**src/rtl/fp_int2fp.sv**
```systemverilog
// Iterative int32 -> custom float (sign, 6-bit exp bias BIAS, 25-bit frac), one normalise shift per cycle.
// Define FP_INT2FP_ROUND_EN for round-to-nearest-even; otherwise the fraction is truncated.
module fp_int2fp #(
  parameter int BIAS = 31
) (
  input  logic        clock,
  input  logic        reset,
  input  logic        in_valid,
  output logic        in_ready,
  input  logic [31:0] int_in,
  output logic        out_valid,
  input  logic        out_ready,
  output logic [31:0] data_out,
  output logic [3:0]  status_out
);

  typedef enum logic [2:0] {IDLE, ABS, NORM, ROUND, DONE} state_t;

  localparam logic [5:0] BIAS_F = 6'(BIAS);

  state_t      state;
  logic        sign;
  logic [31:0] mag;
  logic [5:0]  e;

  logic [24:0] frac;
  logic        guard;
  logic        sticky;
  logic        inexact;
  logic        round_up;
  logic [24:0] frac_rnd;
  logic [5:0]  e_rnd;

  assign in_ready = (state == IDLE);

  assign frac    = mag[30:6];
  assign guard   = mag[5];
  assign sticky  = |mag[4:0];
  assign inexact = guard | sticky;

`ifdef FP_INT2FP_ROUND_EN
  logic [25:0] frac_sum;
  assign round_up = guard & (sticky | frac[0]);
  assign frac_sum = {1'b0, frac} + {25'd0, round_up};
  // A carry out leaves the low 25 bits at zero, so only the exponent needs fixing.
  assign frac_rnd = frac_sum[24:0];
  assign e_rnd    = e + {5'd0, frac_sum[25]};
`else
  assign round_up = 1'b0;
  assign frac_rnd = frac;
  assign e_rnd    = e;
`endif

  always_ff @(posedge clock or negedge reset) begin
    if (!reset) begin
      state      <= IDLE;
      out_valid  <= 1'b0;
      data_out   <= 32'd0;
      status_out <= 4'd0;
      sign       <= 1'b0;
      mag        <= 32'd0;
      e          <= 6'd0;
    end else begin
      case (state)
        IDLE: begin
          if (in_valid) begin
            mag   <= int_in;
            state <= ABS;
          end
        end
        ABS: begin
          sign  <= mag[31];
          mag   <= mag[31] ? -mag : mag;
          e     <= 6'd31;
          // Zero bypasses normalisation but still spends a cycle in ROUND.
          state <= (mag == 32'd0) ? ROUND : NORM;
        end
        NORM: begin
          if (mag[31]) begin
            state <= ROUND;
          end else begin
            mag <= mag << 1;
            e   <= e - 6'd1;
          end
        end
        ROUND: begin
          out_valid <= 1'b1;
          state     <= DONE;
          if (mag == 32'd0) begin
            data_out   <= 32'd0;
            status_out <= 4'b0001;
          end else begin
            data_out   <= {sign, e_rnd + BIAS_F, frac_rnd};
            status_out <= {round_up, inexact, sign, 1'b0};
          end
        end
        DONE: begin
          if (out_ready) begin
            out_valid <= 1'b0;
            state     <= IDLE;
          end
        end
        default: state <= IDLE;
      endcase
    end
  end

endmodule

```
**config.mk**
```make
export PLATFORM = sky130hd
export DESIGN_NAME = fp_int2fp
export DESIGN_NICKNAME = d
export VERILOG_FILES = /design/src/rtl/fp_int2fp.sv
export SDC_FILE = /design/constraint.sdc
export NUM_CORES = 1
export LEC_CHECK = 0
export BUFFER_PORTS_ARGS = -buffer_cell sky130_fd_sc_hd__buf_2
export CAP_MARGIN = 15
export CORE_ASPECT_RATIO = 0.6
export CORE_MARGIN = 3
export CORE_UTILIZATION = 35
export CTS_BUF_LIST = sky130_fd_sc_hd__clkbuf_8
export DETAILED_ROUTE_END_ITERATION = 7
export GPL_TIMING_DRIVEN = 0
export SLEW_MARGIN = 20
export SYNTH_ARGS = -nofsm -noshare
export SYNTH_HDL_FRONTEND = slang
export SYNTH_SLANG_ARGS = --single-unit
```
**constraint.sdc**
```tcl
create_clock -name clock -period 5.13 [get_ports clock]
set_input_delay 0 -clock clock [delete_from_list [all_inputs] [get_ports clock]]
set_output_delay 0 -clock clock [all_outputs]
set_load 0.01 [all_outputs]
```
# --- After elaboration in Yosys (flattened, before gate mapping) ---
# Index checks and enable logic that the tools add are counted.
op_classes:
  bitwise: 1
  div: 0
  muxes: 15
  mul: 0
  reduce_logical: 11
  eq_ne: 9
  add_sub_neg: 3
  n_shift: 0
  order_cmp: 0
op_table:
  columns: ["operator", "n"]
  rows:
  - ["two-way mux 32 bit", 4]
  - ["case mux 32 bit (3 select lines)", 1]
  - ["zero test 32 bit", 1]
  - ["negator 32 bit", 1]
  - ["case mux 3 bit (5 select lines)", 1]
  - ["two-way mux 3 bit", 4]
  - ["case mux 6 bit (2 select lines)", 1]
  - ["!= test 2 bit, second input constant", 5]
  - ["adder 6 x 5 -> 6 bit, second input constant", 1]
  - ["== test 3 x 2 -> 1 bit, second input constant", 2]
  - ["two-way mux 6 bit", 1]
  - ["AND reduction 2 bit", 3]
  - ["subtractor 6 x 1 -> 6 bit, second input constant", 1]
  - ["OR reduction 5 bit", 1]
  - ["AND reduction 4 bit", 1]
  - ["nonzero test 2 bit", 2]
  - ["== test 3 x 1 -> 1 bit, second input constant", 1]
  - ["== test 3 bit, second input constant", 1]
  - ["zero test 3 bit", 1]
  - ["AND reduction 3 bit", 1]
  - ["nonzero test 3 bit", 1]
  - ["two-way mux 1 bit", 2]
  - ["case mux 1 bit (2 select lines)", 1]
  - ["bitwise OR 1 bit", 1]
totals:
  mem_count: 0
  romBits: 0
  inputBits: 36
  elab_cells: 47
  ff_bits: 79
  ramBits: 0
  latchBits: 0
  output_inout_bits: 38

# --- Logic depth before layout (Yosys ltp) ---
logic_depth:
  depth_word: 3
  depth_mapped: 8
  mapped_depth_nobuf: 6

# --- Worst setup path after synthesis ---
# No wires, ideal clock.
synth_timing:
  kind: "reg2reg"
  from: "reg mag[4]"
  to: "reg mag[27]"
  path_buffers: 1
  path_stages_with_launch: 7
  arrival_ns: 1.813
  t_required_ns: 5.005
  synth_period_minus_slack_ns: 1.938
  setup_ns: 0.125
  setup_slack_ns: 3.192
  cell_sequence: "dfrtp_1 > nor4_4 > buf_6 > nand4_1 > nor4_1 > xor2_1 > a2111oi_0"
synth_between:
  elab_chain_len: 3
synth_lines:
  columns: ["item", "line", "source"]
  rows:
  - ["from (decl)", "23", "logic [31:0] mag;"]
  - ["from (signal assigned)", "67", "mag <= int_in;"]
  - ["from (signal assigned)", "73", "mag <= mag[31] ? -mag : mag;"]
  - ["from (signal assigned)", "82", "mag <= mag << 1;"]
  - ["negator 32 bit", "73", null]
  - ["two-way mux 32 bit", "73", null]
  - ["case mux 32 bit (3 select lines)", "64", "case (state)"]
# No other way between the ends. The select of a mux whose other input is x is not followed.
# A chain may end at the register's enable or synchronous reset.

# --- Final worst setup path ---
layout_timing:
  from: "reg state[1]"
  to: "reg mag[18]"
layout_between:
  elab_chain_len: 3
  word_cells_on_any_way: 9
  classes_between: "eq/ne (5); mux (1); reduce/logical (3)"
layout_lines:
  columns: ["item", "line", "source"]
  rows:
  - ["from (decl)", "21", "state_t state;"]
  - ["from (signal assigned)", "76", "state <= (mag == 32'd0) ? ROUND : NORM;"]
  - ["== test 3 x 1 -> 1 bit (tied with other cells)", "64", null]
  - ["!= test 2 bit (no line) / nonzero test 3 bit (equally long branches)", null, null]
  - ["AND reduction 4 bit (no line)", null, null]
# Parallel ways exist; a longest one is shown, timed or not.

==> out/qor.csv <==
stage,metric,value,unit
status,status,"finished, final reports clean",
routing,postRouteAntennaNets,0,
timing,setup_viol,0,
routing,via_per_inst,5.72,
setup_path,slowest_delay,500,ps
floorplan,die_w,151,um
floorplan,die_area,14100,sq um
cells_and_area,area_growth,24.9,%
cts,cts-root-buf,clkbuf_8,
global_route,use_met1,31.7,%
yosys,synth_nets,507,
yosys,yosysWarnings,0,
cts,numCtsBuffers,9,
yosys,synth_top_flop_cell,dfrtp_1,
cts,clk_path_buf_depth,2,
timing,max_slew_margin,48.1,%
global_route,grt_pass1_vias,4109,
yosys,synth_seq_cells,77,
cts,clock_latency,380,ps
timing,tns,0,ps
timing,final.period_utilization,51.2,%
cells_and_area,drive_above_1_share,24.7,%
yosys,ys_seq_area_share,43.5,%
yosys,synthCells,468,
setup_path,arrival,2880,ps
flow_run,maxCapViolCount,0,
setup_path,path_cells,"buf_2, nor3_1, o21ai_0, buf_2, clkbuf_1, o21ai_0, o311ai_0",
yosys,synth_area_per_cell,9.46,sq um
cts,cts_tree,built,
setup_path,cp-start-kind,flop,
yosys,synthTopCellsByArea,"dfrtp_1, mux2_2, o21ai_0",
yosys,yosys.area.top_type,dfrtp_1,
cts,post_cts_buffers,0,
setup_path,crit_family,buffers and inverters,
routing,drt-total-wl,14.2,mm
global_route,grt_max_degree,49,
global_route,grt_antenna_before_repair,0,
cts,htreeDepth,3,
floorplan,coreArea,12200,sq um
setup_path,timing.rr.start,state[1],
setup_path,crit_fanout,10,
floorplan,die-height,93.1,um
setup_path,critPathLaunch,state[1],
global_route,met2_usage,28.1,%
yosys,async_flop_share,100,%
timing,hold_viol,0,
timing,fin_ws,2500,ps
setup_path,cp-end-kind,flop,
yosys,yosys.area.top_type_share,43.5,%
placed_design,gp_congestion,0.906,
timing,drv_slew,0,
setup_path,crit_type,reg2reg,
power,p_per_area,684,nW/um^2
placed_design,port_buffers,72,
placed_design,hpwl,10.3,mm
power,vdd_drop_max,0.000205,V
floorplan,initial_utilization,36.3,%
setup_path,required,5390,ps
cells_and_area,final_cell_mix,"buf_2, dfrtp_1, nor2_1",
cells_and_area,fin_nets,616,
placed_design,pre_cts_slack,2670,ps
floorplan,ioPinCount,74,
yosys,synthDistinctLibCells,75,
hold_path,min_path_type,in2reg,
timing,period_minus_slack,2630,ps
global_route,busiest_layer,met1,
setup_path,path_buf_inv,3,
power,p_leak,2.35,nW
floorplan,row_count,31,
cells_and_area,antenna_cells,0,
cts,cts.sink_count,77,
global_route,globalRouteTotalUtil,20.7,%
routing,drt_drc_violations_left,0,
setup_path,crit_slowest_cell,clkbuf_1,
yosys,synth_edf_count,0,
timing,tightest_slew,776,ps
cts,path_clk_slew,90,ps
routing,vias,4276,
global_route,grtUsageMet3,6.44,%
cts,ctsResizeCount,0,
routing,drtIter0Drc,363,
timing,grt_setup_unrepaired,false,
yosys,synth_area,4430,sq um
global_route,grt_pass1_wl,22.5,mm
cells_and_area,final_common_cell,buf_2,
timing,fmax,381,MHz
timing,fin_skew,13.5,ps
routing,wire_per_inst,19.1,um
global_route,grt_overflow_total,0,
hold_path,min_from,int_in[22],
cts,hold_buffers,25,
routing,drtPass1Iterations,5,
## Yosys cell counts, types with 4 or more instances
cell / n
nand2_1: 36
mux2i_1: 5
nor3_1: 23
inv_1: 14
clkbuf_1: 20
dfrtp_1: 77
nand3_1: 7
a21oi_1: 25
xnor2_1: 5
nand2b_1: 6
nor2_1: 40
a222oi_1: 5
nor4_1: 11
mux2_2: 22
a211oi_1: 8
nand4_1: 6
o21ai_0: 33
buf_2: 12
a22oi_1: 4
o211ai_1: 5
or4_1: 5
o31ai_1: 6
a22o_1: 10
## report_power, final
| group | switching, mW | internal (mW) | leakage (nW) | total (mW) |
|---|---|---|---|---|
| combinational | 1.18 | 0.786 | 1.29 | 1.96 |
| clock | 0.246 | 0.372 | 0.135 | 0.617 |
| sequential | 0.305 | 0.897 | 0.930 | 1.20 |
## stage by stage
step	area, sq um	instances	utilization, %	total power [mW]	hold slack (ps)
finish	5530	747	45.3	3.78	23.5
global route	5530	747	45.3	4.06	52.0
CTS	5530	747	45.3	3.76	10.2
detailed placement	5020	706	41.1	3.12	73.5
global placement	5000	705	40.9	3.06	233
floorplan	4430	468	-	2.47	-296
## sequential cells by signal (all words and copies together), names as in the netlist
signal and flops:
state 3, status_out 3, out_valid 1, mag 32, data_out 31, sign 1
e 6
## kinds of logic after synthesis
family	Yosys count	share of synthesized area [%]
simple gates	165	20.8
xor+xnor	8	1.58
mux	27	6.72
buf+inv	51	5.17
fa+ha+maj	3	0.848
other cells	1	0.0847
compound gates	136	21.3
flops	77	43.5
## final timing paths
check / slack, ps / to / cells after the start
max: 2500 / mag[18] / 7
max in group asynchronous: 4310 / mag[25] / 3
min reg2reg: 480 / data_out[16] / 2
min in group asynchronous: 180 / data_out[11] / 2
min: 20 / mag[22] / 3
max reg2reg: 2500 / mag[18] / 7
## metal layers
| metal | vias up | part of all wire (%) |
|---|---|---|
| li1 | 1974 | - |
| met1 | 2097 | 49 |
| met2 | 186 | 40 |
| met3 | 19 | 9.5 |
| met4 | 0 | 1.4 |
| met5 | - | 0 |
## tightest hold or removal path: cells and delay by family
family	cells	cell delay [ps]
AO/OA/AOI/OAI	2	270
buffers and inverters	1	80
## area by class of cell
type,instances,area (sq um)
inverter,14,52.6
fill,1200,6690
timing repair buffer,98,633
tap,165,206
sequential,77,1930
buffer,37,176
clock inverter,7,138
clock buffer,9,124
multi-input combinational,340,2270
(Power assumes the default switching activity.)
